File: src/rtl/memory_access_unit_pkg.sv
// mau_pkg: size encodings, FSM states and strobe helper for the memory access unit
package mau_pkg;
  localparam logic [1:0] MAU_SZ_B = 2'b00;
  localparam logic [1:0] MAU_SZ_H = 2'b01;
  localparam logic [1:0] MAU_SZ_W = 2'b10;
  typedef enum logic [1:0] {IDLE, ISSUE, WAIT, RESP} mau_state_e;
  function automatic logic [3:0] mau_strb(input logic [1:0] sz);
    return sz == MAU_SZ_B ? 4'b0001 : sz == MAU_SZ_H ? 4'b0011 : 4'b1111;
  endfunction
endpackage

File: src/rtl/memory_access_unit_if.sv
// memory_access_unit_if: request/response handshake and memory port of the load/store unit
interface memory_access_unit_if;
  logic        iwReqValid, owReqReady, iwReqWrite, iwReqUnsigned;
  logic [1:0]  iwReqSize;
  logic [31:0] iwReqAddr, iwReqWData;
  logic        orRspValid, iwRspReady, orRspFault;
  logic [31:0] orRspData;
  logic [31:0] orMemReadAddr, orMemWriteAddr, orMemWriteData, iwMemReadData;
  logic [3:0]  orMemWstrb;
  modport master (
    output iwReqValid, iwReqWrite, iwReqSize, iwReqUnsigned, iwReqAddr, iwReqWData, iwRspReady, iwMemReadData,
    input  owReqReady, orRspValid, orRspData, orRspFault, orMemReadAddr, orMemWriteAddr, orMemWriteData, orMemWstrb
  );
  modport slave (
    input  iwReqValid, iwReqWrite, iwReqSize, iwReqUnsigned, iwReqAddr, iwReqWData, iwRspReady, iwMemReadData,
    output owReqReady, orRspValid, orRspData, orRspFault, orMemReadAddr, orMemWriteAddr, orMemWriteData, orMemWstrb
  );
endinterface

File: src/rtl/memory_access_unit_load_format.sv
// mau_load_format: zero/sign extension of byte, half and word load data
module mau_load_format
  import mau_pkg::*;
(
  input  logic [31:0] data,
  input  logic [1:0]  size,
  input  logic        uns,
  output logic [31:0] result
);
  assign result = size == MAU_SZ_B ? {{24{~uns & data[7]}}, data[7:0]} :
                  size == MAU_SZ_H ? {{16{~uns & data[15]}}, data[15:0]} : data;
endmodule

File: src/rtl/memory_access_unit.sv
// memory_access_unit: one-at-a-time load/store initiator with range/alignment fault detection
module memory_access_unit
  import mau_pkg::*;
#(
  parameter logic [31:0] pWords      = 32'd128,
  parameter bit          pCheckAlign = 1'b0
) (
  input logic iwClk,
  input logic iwRst,
  memory_access_unit_if.slave bus
);
  mau_state_e  state, next;
  logic        op_write, op_unsigned, rsp_fault, accept, fault, misalign, range_bad;
  logic [1:0]  op_size;
  logic [31:0] rsp_data, mem_raddr, mem_waddr, mem_wdata, fmt;
  logic [3:0]  mem_wstrb;
  logic [33:0] nbytes;
  mau_load_format u_fmt (.data(bus.iwMemReadData), .size(op_size), .uns(op_unsigned), .result(fmt));
  assign accept = bus.iwReqValid && state == IDLE;
  assign nbytes = bus.iwReqSize == MAU_SZ_B ? 34'd1 : bus.iwReqSize == MAU_SZ_H ? 34'd2 : 34'd4;
  // widened so addresses near 2^32 cannot wrap into the legal window
  assign range_bad = ({2'b00, bus.iwReqAddr} + nbytes) > {pWords, 2'b00};
  assign misalign = bus.iwReqSize == MAU_SZ_H ? bus.iwReqAddr[0] :
                    bus.iwReqSize == MAU_SZ_W ? |bus.iwReqAddr[1:0] : 1'b0;
  assign fault = bus.iwReqSize == 2'b11 || range_bad || (pCheckAlign && misalign);
  always_comb begin
    next = state;
    next = state == IDLE  ? (accept ? (fault ? RESP : ISSUE) : IDLE) :
           state == ISSUE ? (op_write ? RESP : WAIT) :
           state == WAIT  ? RESP :
           (bus.iwRspReady ? IDLE : RESP);
  end
  always_ff @(posedge iwClk or posedge iwRst) begin
    if (iwRst) begin
      state       <= IDLE;
      op_write    <= 1'b0;
      op_size     <= MAU_SZ_B;
      op_unsigned <= 1'b0;
      rsp_data    <= '0;
      rsp_fault   <= 1'b0;
      mem_raddr   <= '0;
      mem_waddr   <= '0;
      mem_wdata   <= '0;
      mem_wstrb   <= '0;
    end else begin
      state <= next;
      if (accept) begin
        op_write    <= bus.iwReqWrite;
        op_size     <= bus.iwReqSize;
        op_unsigned <= bus.iwReqUnsigned;
        rsp_data    <= '0;
        rsp_fault   <= fault;
        if (!fault && !bus.iwReqWrite) mem_raddr <= bus.iwReqAddr;
        if (!fault && bus.iwReqWrite) begin
          mem_waddr <= bus.iwReqAddr;
          mem_wdata <= bus.iwReqWData;
          mem_wstrb <= mau_strb(bus.iwReqSize);
        end
      end
      if (state == ISSUE) begin
        mem_wstrb <= '0;
        rsp_data  <= '0;
        rsp_fault <= 1'b0;
      end
      if (state == WAIT) begin
        rsp_data  <= fmt;
        rsp_fault <= 1'b0;
      end
    end
  end
  assign bus.owReqReady     = state == IDLE;
  assign bus.orRspValid     = state == RESP;
  assign bus.orRspData      = rsp_data;
  assign bus.orRspFault     = rsp_fault;
  assign bus.orMemReadAddr  = mem_raddr;
  assign bus.orMemWriteAddr = mem_waddr;
  assign bus.orMemWriteData = mem_wdata;
  assign bus.orMemWstrb     = mem_wstrb;
endmodule

File: src/flat_wrapper.sv
// flat-port wrapper written by rule: the top's interface ports become plain ports
module memory_access_unit_flat import mau_pkg::*;
#(
  parameter logic [31:0] pWords      = 32'd128,
  parameter bit          pCheckAlign = 1'b0
)
  (iwClk, iwRst, bus_iwReqValid, bus_iwReqWrite, bus_iwReqSize, bus_iwReqUnsigned, bus_iwReqAddr, bus_iwReqWData, bus_iwRspReady, bus_iwMemReadData, bus_owReqReady, bus_orRspValid, bus_orRspData, bus_orRspFault, bus_orMemReadAddr, bus_orMemWriteAddr, bus_orMemWriteData, bus_orMemWstrb);
  memory_access_unit_if bus_i ();
  input logic iwClk;
  input logic iwRst;
  input wire logic [$bits(bus_i.iwReqValid)-1:0] bus_iwReqValid;
  input wire logic [$bits(bus_i.iwReqWrite)-1:0] bus_iwReqWrite;
  input wire logic [$bits(bus_i.iwReqSize)-1:0] bus_iwReqSize;
  input wire logic [$bits(bus_i.iwReqUnsigned)-1:0] bus_iwReqUnsigned;
  input wire logic [$bits(bus_i.iwReqAddr)-1:0] bus_iwReqAddr;
  input wire logic [$bits(bus_i.iwReqWData)-1:0] bus_iwReqWData;
  input wire logic [$bits(bus_i.iwRspReady)-1:0] bus_iwRspReady;
  input wire logic [$bits(bus_i.iwMemReadData)-1:0] bus_iwMemReadData;
  output wire logic [$bits(bus_i.owReqReady)-1:0] bus_owReqReady;
  output wire logic [$bits(bus_i.orRspValid)-1:0] bus_orRspValid;
  output wire logic [$bits(bus_i.orRspData)-1:0] bus_orRspData;
  output wire logic [$bits(bus_i.orRspFault)-1:0] bus_orRspFault;
  output wire logic [$bits(bus_i.orMemReadAddr)-1:0] bus_orMemReadAddr;
  output wire logic [$bits(bus_i.orMemWriteAddr)-1:0] bus_orMemWriteAddr;
  output wire logic [$bits(bus_i.orMemWriteData)-1:0] bus_orMemWriteData;
  output wire logic [$bits(bus_i.orMemWstrb)-1:0] bus_orMemWstrb;
  assign bus_i.iwReqValid = bus_iwReqValid;
  assign bus_i.iwReqWrite = bus_iwReqWrite;
  assign bus_i.iwReqSize = bus_iwReqSize;
  assign bus_i.iwReqUnsigned = bus_iwReqUnsigned;
  assign bus_i.iwReqAddr = bus_iwReqAddr;
  assign bus_i.iwReqWData = bus_iwReqWData;
  assign bus_i.iwRspReady = bus_iwRspReady;
  assign bus_i.iwMemReadData = bus_iwMemReadData;
  assign bus_owReqReady = bus_i.owReqReady;
  assign bus_orRspValid = bus_i.orRspValid;
  assign bus_orRspData = bus_i.orRspData;
  assign bus_orRspFault = bus_i.orRspFault;
  assign bus_orMemReadAddr = bus_i.orMemReadAddr;
  assign bus_orMemWriteAddr = bus_i.orMemWriteAddr;
  assign bus_orMemWriteData = bus_i.orMemWriteData;
  assign bus_orMemWstrb = bus_i.orMemWstrb;
  memory_access_unit #(.pWords(pWords), .pCheckAlign(pCheckAlign)) u_core (.iwClk(iwClk), .iwRst(iwRst), .bus(bus_i));
endmodule
File: config.mk
export PLATFORM = sky130hd
export DESIGN_NAME = memory_access_unit_flat
export DESIGN_NICKNAME = d
export VERILOG_FILES = /design/src/rtl/memory_access_unit_pkg.sv /design/src/rtl/memory_access_unit_if.sv /design/src/rtl/memory_access_unit_load_format.sv /design/src/rtl/memory_access_unit.sv /design/src/flat_wrapper.sv
export SDC_FILE = /design/constraint.sdc
export NUM_CORES = 1
export LEC_CHECK = 0
export CORE_UTILIZATION = 25
export CTS_BUF_LIST = sky130_fd_sc_hd__clkbuf_4 sky130_fd_sc_hd__clkbuf_8
export DETAILED_ROUTE_END_ITERATION = 7
export PLACE_DENSITY = 0.63
export SYNTH_ARGS = -nofsm -noshare
export SYNTH_HDL_FRONTEND = slang
export SYNTH_SLANG_ARGS = --single-unit
File: constraint.sdc
create_clock -name iwClk -period 6.9 [get_ports iwClk]
set_input_delay 0.69 -clock iwClk [delete_from_list [all_inputs] [get_ports iwClk]]
set_output_delay 0.69 -clock iwClk [all_outputs]
set_load 0.01 [all_outputs]
# Word-level counts from Yosys, hierarchy flattened

Cells that the tools add are included.

Add/sub/neg operators: 1
$lt $le $gt $ge: 1
Equal/unequal tests: 6
Muxes and demuxes: 22
Bitwise logic cells: 3
Reductions and logical operators: 15

Operator list:

| cell                                                  | count |
|---|---|
| 2-to-1 mux 32 bit                                     | 5 |
| adder 32 x 34 -> 34 bit                               | 1 |
| > comparator 34 x 10 -> 1 bit (second input constant) | 1 |
| 2-to-1 mux 34 bit                                     | 1 |
| 2-to-1 mux 4 bit                                      | 5 |
| 2-to-1 mux 2 bit                                      | 6 |
| == test 2 x 1 -> 1 bit (second input constant)        | 3 |
| == test 2 bit (second input constant)                 | 3 |
| logical NOT 2 bit                                     | 3 |
| AND reduction 2 bit                                   | 3 |
| 2-to-1 mux 1 bit                                      | 4 |
| nonzero test 2 bit                                    | 2 |
| logical AND 1 bit                                     | 3 |
| 2-to-1 mux 3 bit                                      | 1 |
| nonzero test 3 bit                                    | 1 |
| bitwise AND 1 bit                                     | 2 |
| logical NOT 1 bit                                     | 2 |
| logical OR 1 bit                                      | 1 |
| NOT 1 bit                                             | 1 |

Register bits after elaboration: 139
Bits of input ports: 104
Output and inout bits: 135
Logic and storage cells: 58

# Logic depth before layout (Yosys ltp)

Gate-level depths: netlist of run 1.

Word-level depth: 11
Depth in mapped cells: 13
Gate-level depth less buffers: 11

# By module

Synthesis of run 1 repeated with hierarchy kept, for this count alone.

Cell total of the unflattened synthesis: 515
Area total of the unflattened synthesis: 6143.4 um^2

By module, submodules not included:

| module             | instances | cells each | area each (um^2) | sequential area each (um^2) |
|---|---|---|---|---|
| memory_access_unit | 1         | 448        | 5779.3           | 3453.3 |
| mau_load_format    | 1         | 67         | 364.1            | 0.0 |

# Worst setup path after synthesis of run 1

OpenSTA, ideal clock, no wires.

Kind: input port to flip-flop
Start: input bus_iwReqSize[0]
End: register u_core.mem_raddr[3] (netlist: u_core.bus.orMemReadAddr[3])
Arrival time: 3.701 ns
Required time: 6.772 ns
Setup slack: 3.071 ns
Stages on the path: 12
Cell sequence: or3b_4 -> inv_2 -> fa_1 -> a21oi_1 -> nor4_2 -> nand4_1 -> xor2_1 -> o211ai_1 -> or3_1 -> nor4_4 -> buf_6 -> mux2_1

Cells in the longest elaborated chain, start to end: 9

RTL lines:

| item                              | line                     | source |
|---|---|---|
| from (decl)                       | flat_wrapper.sv:13       | `input wire logic [$bits(bus_i.iwReqSize)-1:0] bus_iwReqSize;` |
| == test 2 x 1 -> 1 bit            | memory_access_unit.sv:20 | `assign nbytes = bus.iwReqSize == MAU_SZ_B ? 34'd1 : bus.iwReqSize == MAU_SZ_H ? 34'd2 : 34'd4;` |
| 2-to-1 mux 3 bit                  | memory_access_unit.sv:20 |  |
| 2-to-1 mux 34 bit                 | memory_access_unit.sv:20 |  |
| adder 32 x 34 -> 34 bit           | memory_access_unit.sv:22 | `assign range_bad = ({2'b00, bus.iwReqAddr} + nbytes) > {pWords, 2'b00};` |
| > comparator 34 x 10 -> 1 bit     | memory_access_unit.sv:22 |  |
| logical OR 1 bit (*)              | memory_access_unit.sv:25 | `assign fault = bus.iwReqSize == 2'b11 \|\| range_bad \|\| (pCheckAlign && misalign);` |
| logical NOT 1 bit (*)             | memory_access_unit.sv:53 | `if (!fault && !bus.iwReqWrite) mem_raddr <= bus.iwReqAddr;` |
| logical AND 1 bit (*)             | memory_access_unit.sv:53 |  |
| AND reduction 2 bit (no line) (*) | -                        |  |
| to (signal assigned)              | memory_access_unit.sv:53 |  |
| to (decl)                         | memory_access_unit.sv:15 | `logic [31:0] rsp_data, mem_raddr, mem_waddr, mem_wdata, fmt;` |

Mark *: on every way between the ends. The rest lies on a longest branch, timed or not.
A chain may end at the register's enable or synchronous reset.

# Worst setup path in the final report of run 1

Start: input bus_iwReqAddr[0]
End: register u_core.mem_raddr[5] (netlist: u_core.bus.orMemReadAddr[5])

Cells in the longest elaborated chain, start to end: 6

RTL lines:

| item                          | line                     | source |
|---|---|---|
| from (decl)                   | flat_wrapper.sv:15       | `input wire logic [$bits(bus_i.iwReqAddr)-1:0] bus_iwReqAddr;` |
| adder 32 x 34 -> 34 bit       | memory_access_unit.sv:22 |  |
| > comparator 34 x 10 -> 1 bit | memory_access_unit.sv:22 |  |
| logical OR 1 bit              | memory_access_unit.sv:25 |  |
| logical NOT 1 bit             | memory_access_unit.sv:53 |  |
| logical AND 1 bit             | memory_access_unit.sv:53 |  |
| AND reduction 2 bit (no line) | -                        |  |

No other way between the ends.

==> results of run 1 <==
-- worst max-delay path, stage by stage --
cell	delay, ps
clkdlybuf4s50_1	580
or3b_4	420
inv_2	100
fa_1	220
a21oi_1	150
nor4_2	650
nand3_1	230
nor4b_1	320
nor3_1	100
nand4b_2	360
nor4_4	510
buf_4	390
mux2_1	350
-- power groups by stage --
stage               Clock (W)  Combinational [W]  Sequential (W)
CTS                  0.000680           0.000613        0.000937
detailed placement          0           0.000611        0.000954
floorplan                   0           0.000274        0.000977
finish               0.000646           0.000601        0.000936
global placement            0           0.000606        0.000951
global route         0.000713           0.000668        0.000947
-- registers in the layout, indices dropped and copies added, names as in the netlist, 2 cells and up --
register and count:
u_core.bus.orMemWriteData 32, u_core.bus.orMemReadAddr 32, u_core.bus.orMemWriteAddr 32, u_core.state 2, u_core.bus.orMemWstrb 3, u_core.op_size 2
u_core.bus.orRspData 32
-- routing by layer --
| layer | part of all wire | routed length [um] | GRT usage | vias to the layer above |
|---|---|---|---|---|
| li1 | - | - | - | 2356 |
| met5 | 0 | 0 | 0 | - |
| met3 | 0.069 | 1150 | 0.0389 | 9 |
| met1 | 0.43 | 7200 | 0.163 | 2351 |
| met4 | 0.0073 | 121 | 0.0375 | 0 |
| met2 | 0.49 | 8180 | 0.226 | 171 |
-- placed cells by master, fill, tap and decap left out, types with 3 or more instances in the layout --
master           instances
a2111oi_0                3
ha_1                     6
clkbuf_8                17
and4_1                   5
nand4_1                 13
nor2b_1                 50
and3_1                   5
nor2_1                  14
mux2_2                  19
xor2_1                   6
dfrtp_1                138
or3_1                    3
nand2_1                 79
nor3b_1                  3
inv_6                    6
buf_4                    5
nand2b_1                 3
inv_8                    4
o21ai_0                 39
o41ai_1                  4
nor4b_1                  4
mux2_1                  36
nand3_1                 15
clkdlybuf4s50_1        238
inv_1                    8
nor3_1                   3
-- path summary, 6_finish.rpt --
check                                                     to  slack (ps)
worst max-delay path             u_core.bus.orMemReadAddr[5]        2140
worst min-delay path                u_core.bus.orRspData[11]         470
worst max register to register   u_core.bus.orMemReadAddr[5]        4330
worst min register to register      u_core.bus.orRspData[11]         470
max in group asynchronous        u_core.bus.orMemReadAddr[3]        4810
min in group asynchronous       u_core.bus.orMemWriteData[0]         700
-- through the flow --
stage,std cells,area (um^2),utilization
2_1_floorplan,536,6120,-
3_3_place_gp,1070,8810,0.371
3_5_place_dp,1070,8810,0.371
4_1_cts,1102,9190,0.387
5_1_grt,1102,9190,0.387
6_report,1102,9190,0.387
-- kinds of logic (layout without fill, tap and decap cells) --
family | after synthesis | count (layout) | synth area share
adders and majority gates | 7 | 7 | 0.0155
DFF | 138 | 138 | 0.564
buffers and inverters | 38 | 285 | 0.0319
AOI/OAI and AO/OA | 76 | 76 | 0.0836
muxes | 56 | 56 | 0.103
and+or+nand+nor | 213 | 213 | 0.190
xor gates and xnor gates | 8 | 8 | 0.0115
-- area by class of cell --
type	instances	area (um^2)
multi-input combinational	360	2490
tap	319	399
clock inverter	15	151
sequential	138	3450
timing repair buffer	243	2420
inverter	10	42.5
clock buffer	17	234
fill	2302	14600
==> results.yml, run 1 <==
status:
  outcome: "finished clean"
synth:
  synthDistinctLibCells: 63
  ys_seq_area_frac: 0.564
  syn_nets: 647
  synth_edf_count: 0
  synth_common_cells: "dfrtp_1, nand2_1, nor2b_1, o21ai_0, mux2_1"
  synth-main-ff-cell: "dfrtp_1"
  syn_inst: 536
  synth_area_mm2: 0.00612
  ys_warn_count: 0
  async_flop_share: 1.00
  syn_area_per_cell_um2: 11.4
  yosys.area.top_type: "dfrtp_1"
  ys_ff_latch: 138
  synth_top_area_frac: 0.564
  ys_top_cells_by_area: "dfrtp_1, mux2_1, nor2b_1"
  yosysMostFrequentCell: "dfrtp_1"
hold_path:
  hold_depth: 2
  min_from: "u_core.bus.orRspData[11]"
  hold_class: "reg2reg"
clock_network:
  cts_sinks: 138
  cts_tree: "done"
  clock_latency_ps: 450
  h-tree-depth: 4
  clkTransAtPathRegs_ps: 80
  post_cts.repair.setup_buffers: 0
  post_cts_resized: 0
  root_buffer: "clkbuf_8"
  cts_buffer_depth: 2
  cts_hold_buf: 0
  cts_inserted_buffers: 17
pwr:
  p_leak_nw: 4.18
  power_density_mw_per_mm2: 237
  max-vdd-ir-drop_uv: 139
  clkPwrFrac: 0.296
  p_total_w: 0.00218
  pwr-share-seq: 0.429
  netSwitchingPower_w: 0.000755
  swShare: 0.346
  combPwrFrac: 0.275
  power.internal_w: 0.00143
finish:
  final_nets: 881
  drive_above_1_share: 0.0894
  syn_to_final_growth_pct: 50.3
  antennaDiodeCount: 0
placed_design:
  pre_cts_ws_ps: 1660
  place_congestion: 0.859
  io_buffers: 238
  dpl.hpwl_um: 12200
worst_setup_path:
  critical_path_required_ps: 7220
  crit_type: "in2reg"
  r2r_start: "u_core.state[0]"
  crit_path_end_kind: "flip-flop"
  rr_worst_depth: 6
  crit_path_start_kind: "input pin"
  crit_arrival_ps: 5080
  critPathLaunch: "bus_iwReqAddr[0]"
  critPathMaxFanout: 26
routing:
  dr.first_iter.drc_count: 139
  drc_errors: 0
  vias_per_cell: 4.43
  firstDrtPassIters: 5
  final_antenna_net_count: 0
  routed_wl_um: 16700
  wl_per_cell_um: 15.1
  num_vias: 4887
grt:
  grt_max_degree: 72
  overflow: 0
  grt_pass1_vias: 4622
  grt_pass1_wl_um: 25500
  grt.total_usage: 0.133
  antenna_found_initial: 0
timing:
  relSlewSlack: 0.374
  fmax_ghz: 0.210
  whs_ps: 469
  worstMarginPinSlew_ps: 938
  setup-tns-final_ps: 0
  period_minus_slack_ps: 4760
  skew_ps: 19.2
  layout_setup_ws_ps: 2140
  setup_viol: 0
  hold_viol: 0
  drv_slew: 0
  rsz0062_at_grt: "no"
  timing.final.crit_share: 0.690
floorplan:
  rows: 56
  core_area_mm2: 0.0238
  die_height_um: 158
  num_io_pins: 239
  initial_core_util: 0.258
  chipWidth_um: 158
  die_area_mm2: 0.0251
run:
  maxCapViolCount: 0
(Power assumes the default switching activity.)
==> run 2: changes to the inputs <==
- PLACE_DENSITY: 0.63 -> 0.65
- clock period: 6.9 -> 4.1 ns (I/O delays scaled with it)
==> results.yml, run 2 (synthesis results as in run 1) <==
worst_setup_path:
  rr_worst_depth: 6
  crit_type: "in2reg"
  critPathMaxFanout: 7
  crit_arrival_ps: 4140
  rr_endpoint: "u_core.bus.orRspData[22]"
  critPathLaunch: "bus_iwReqAddr[0]"
  critical_path_required_ps: 4410
  max_stage_delay_ps: 490
  cp_cell_sequence: "clkdlybuf4s50_1 > or3b_4 > inv_2 > fa_1 > buf_4 > a21o_1 > a2111o_1 > nand3_1 > o311a_1 > o211ai_1 > or3_1 > nor3_4 > buf_12 > buf_4 > mux2_1"
  cp.depth: 15
  critical_path_buf_inv_count: 5
  crit_path_start_kind: "input pin"
  r2r_slack_ps: 1840
  crit_path_end_kind: "flip-flop"
  path_common_cell: "buf_4"
  endpoint: "u_core.bus.orMemWriteData[8]"
  slowest_stage: "clkdlybuf4s50_1"
  r2r_start: "u_core.state[0]"
  crit_family: "simple AND/OR/NAND/NOR gates"
routing:
  wl_per_cell_um: 14.9
  num_vias: 4961
  final_antenna_net_count: 0
  routed_wl_um: 16800
  drc_errors: 0
  dr.first_iter.drc_count: 209
  firstDrtPassIters: 4
  vias_per_cell: 4.39
placed_design:
  place_congestion: 0.863
  io_buffers: 238
  dpl.hpwl_um: 12800
  postPlaceCellArea_mm2: 0.00913
grt:
  grt_pass1_vias: 4893
  overflow: 0
  grt_pass1_wl_um: 26200
  grt.total_usage: 0.136
  antenna_found_initial: 0
  grt_max_degree: 67
timing:
  worstMarginPinSlew_ps: 894
  drv_slew: 0
  setup-tns-final_ps: 0
  period_minus_slack_ps: 3830
  timing.final.crit_share: 0.935
  rsz0062_at_grt: "no"
  fmax_ghz: 0.261
  skew_ps: 12.8
  setup_viol: 0
  whs_ps: 467
  relSlewSlack: 0.403
  hold_viol: 0
floorplan:
  rows: 56
  initial_core_util: 0.258
  chipWidth_um: 158
  core_area_mm2: 0.0238
  die_area_mm2: 0.0251
  die_height_um: 158
  num_io_pins: 239
clock_network:
  clkTransAtPathRegs_ps: 70
  clock_latency_ps: 430
  cts_inserted_buffers: 17
  cts_tree: "done"
  cts_sinks: 138
  cts_hold_buf: 0
  post_cts.repair.setup_buffers: 0
  root_buffer: "clkbuf_8"
  cts_buffer_depth: 2
  h-tree-depth: 4
pwr:
  pwr-share-seq: 0.428
  swShare: 0.314
  combPwrFrac: 0.279
  p_leak_nw: 4.35
  p_total_w: 0.00367
  max-vdd-ir-drop_uv: 276
  clkPwrFrac: 0.292
  power.internal_w: 0.00252
  power_density_mw_per_mm2: 385
  netSwitchingPower_w: 0.00115
finish:
  fin_area_mm2: 0.00952
  mostFrequentLayoutCell: "clkdlybuf4s50_1"
  layout_common_cells: "clkdlybuf4s50_1, dfrtp_1, nand2_1"
  antennaDiodeCount: 0
  final_nets: 911
  drive_above_1_share: 0.121
  syn_to_final_growth_pct: 55.6
run:
  maxCapViolCount: 0
hold_path:
  hold_class: "reg2reg"
status:
  outcome: "finished clean"
run 2: final cells by class:
type	count	area, um^2
fill	2274	14200
sequential	138	3450
clock buffer	19	255
clock inverter	10	121
inverter	10	41.3
multi-input combinational	360	2510
tap	319	399
timing repair buffer	273	2750
run 2: power by group through the flow:
stage	logic (W)	registers (W)	clock network [W]
finish	0.00103	0.00157	0.00107
global route	0.00115	0.00159	0.00118
CTS	0.00104	0.00157	0.00112
detailed placement	0.00104	0.00160	0
global placement	0.00103	0.00160	0
floorplan	0.000462	0.00164	0
run 2: tightest hold or removal path, delay by kind of cell, from the launching register on:
| family | cells | cell delay [ps] |
|---|---|---|
| DFF | 1 | 340 |
| and+or+nand+nor | 2 | 100 |
run 2: worst min-delay path by stage:
stage,start,cells after the start,slack (ps),endpoint
after global placement,u_core.bus.orRspData[19],2,450,u_core.bus.orRspData[19]
after detailed placement,u_core.bus.orRspData[26],2,450,u_core.bus.orRspData[26]
after CTS,u_core.bus.orRspData[26],2,470,u_core.bus.orRspData[26]
after floorplan,u_core.op_write,2,450,u_core.op_write
final,u_core.bus.orRspData[26],2,470,u_core.bus.orRspData[26]
after global routing,u_core.bus.orRspData[26],2,490,u_core.bus.orRspData[26]
run 2: per-layer routing:
metal	up-vias	track usage	routed length (um)
met2	166	0.226	8070
met3	14	0.0441	1270
met5	-	0	0
met4	0	0.0348	179
li1	2416	-	-
met1	2365	0.168	7270
run 2: stage by stage:
stage / setup WS, ps / util / instances
after floorplan: 551 / - / 536
after global placement: -212 / 0.384 / 1100
after detailed placement: -289 / 0.384 / 1100
after CTS: 174 / 0.400 / 1129
after global routing: 44.2 / 0.401 / 1129
final: 268 / 0.401 / 1129
run 2: what timing repair did:
| item | 4_1_cts | 5_1_grt |
|---|---|---|
| endpoints found under the setup margin | 0 | 44 |
| endpoints found under the hold margin | 0 | 0 |
| resized for setup | 0 | 2 |
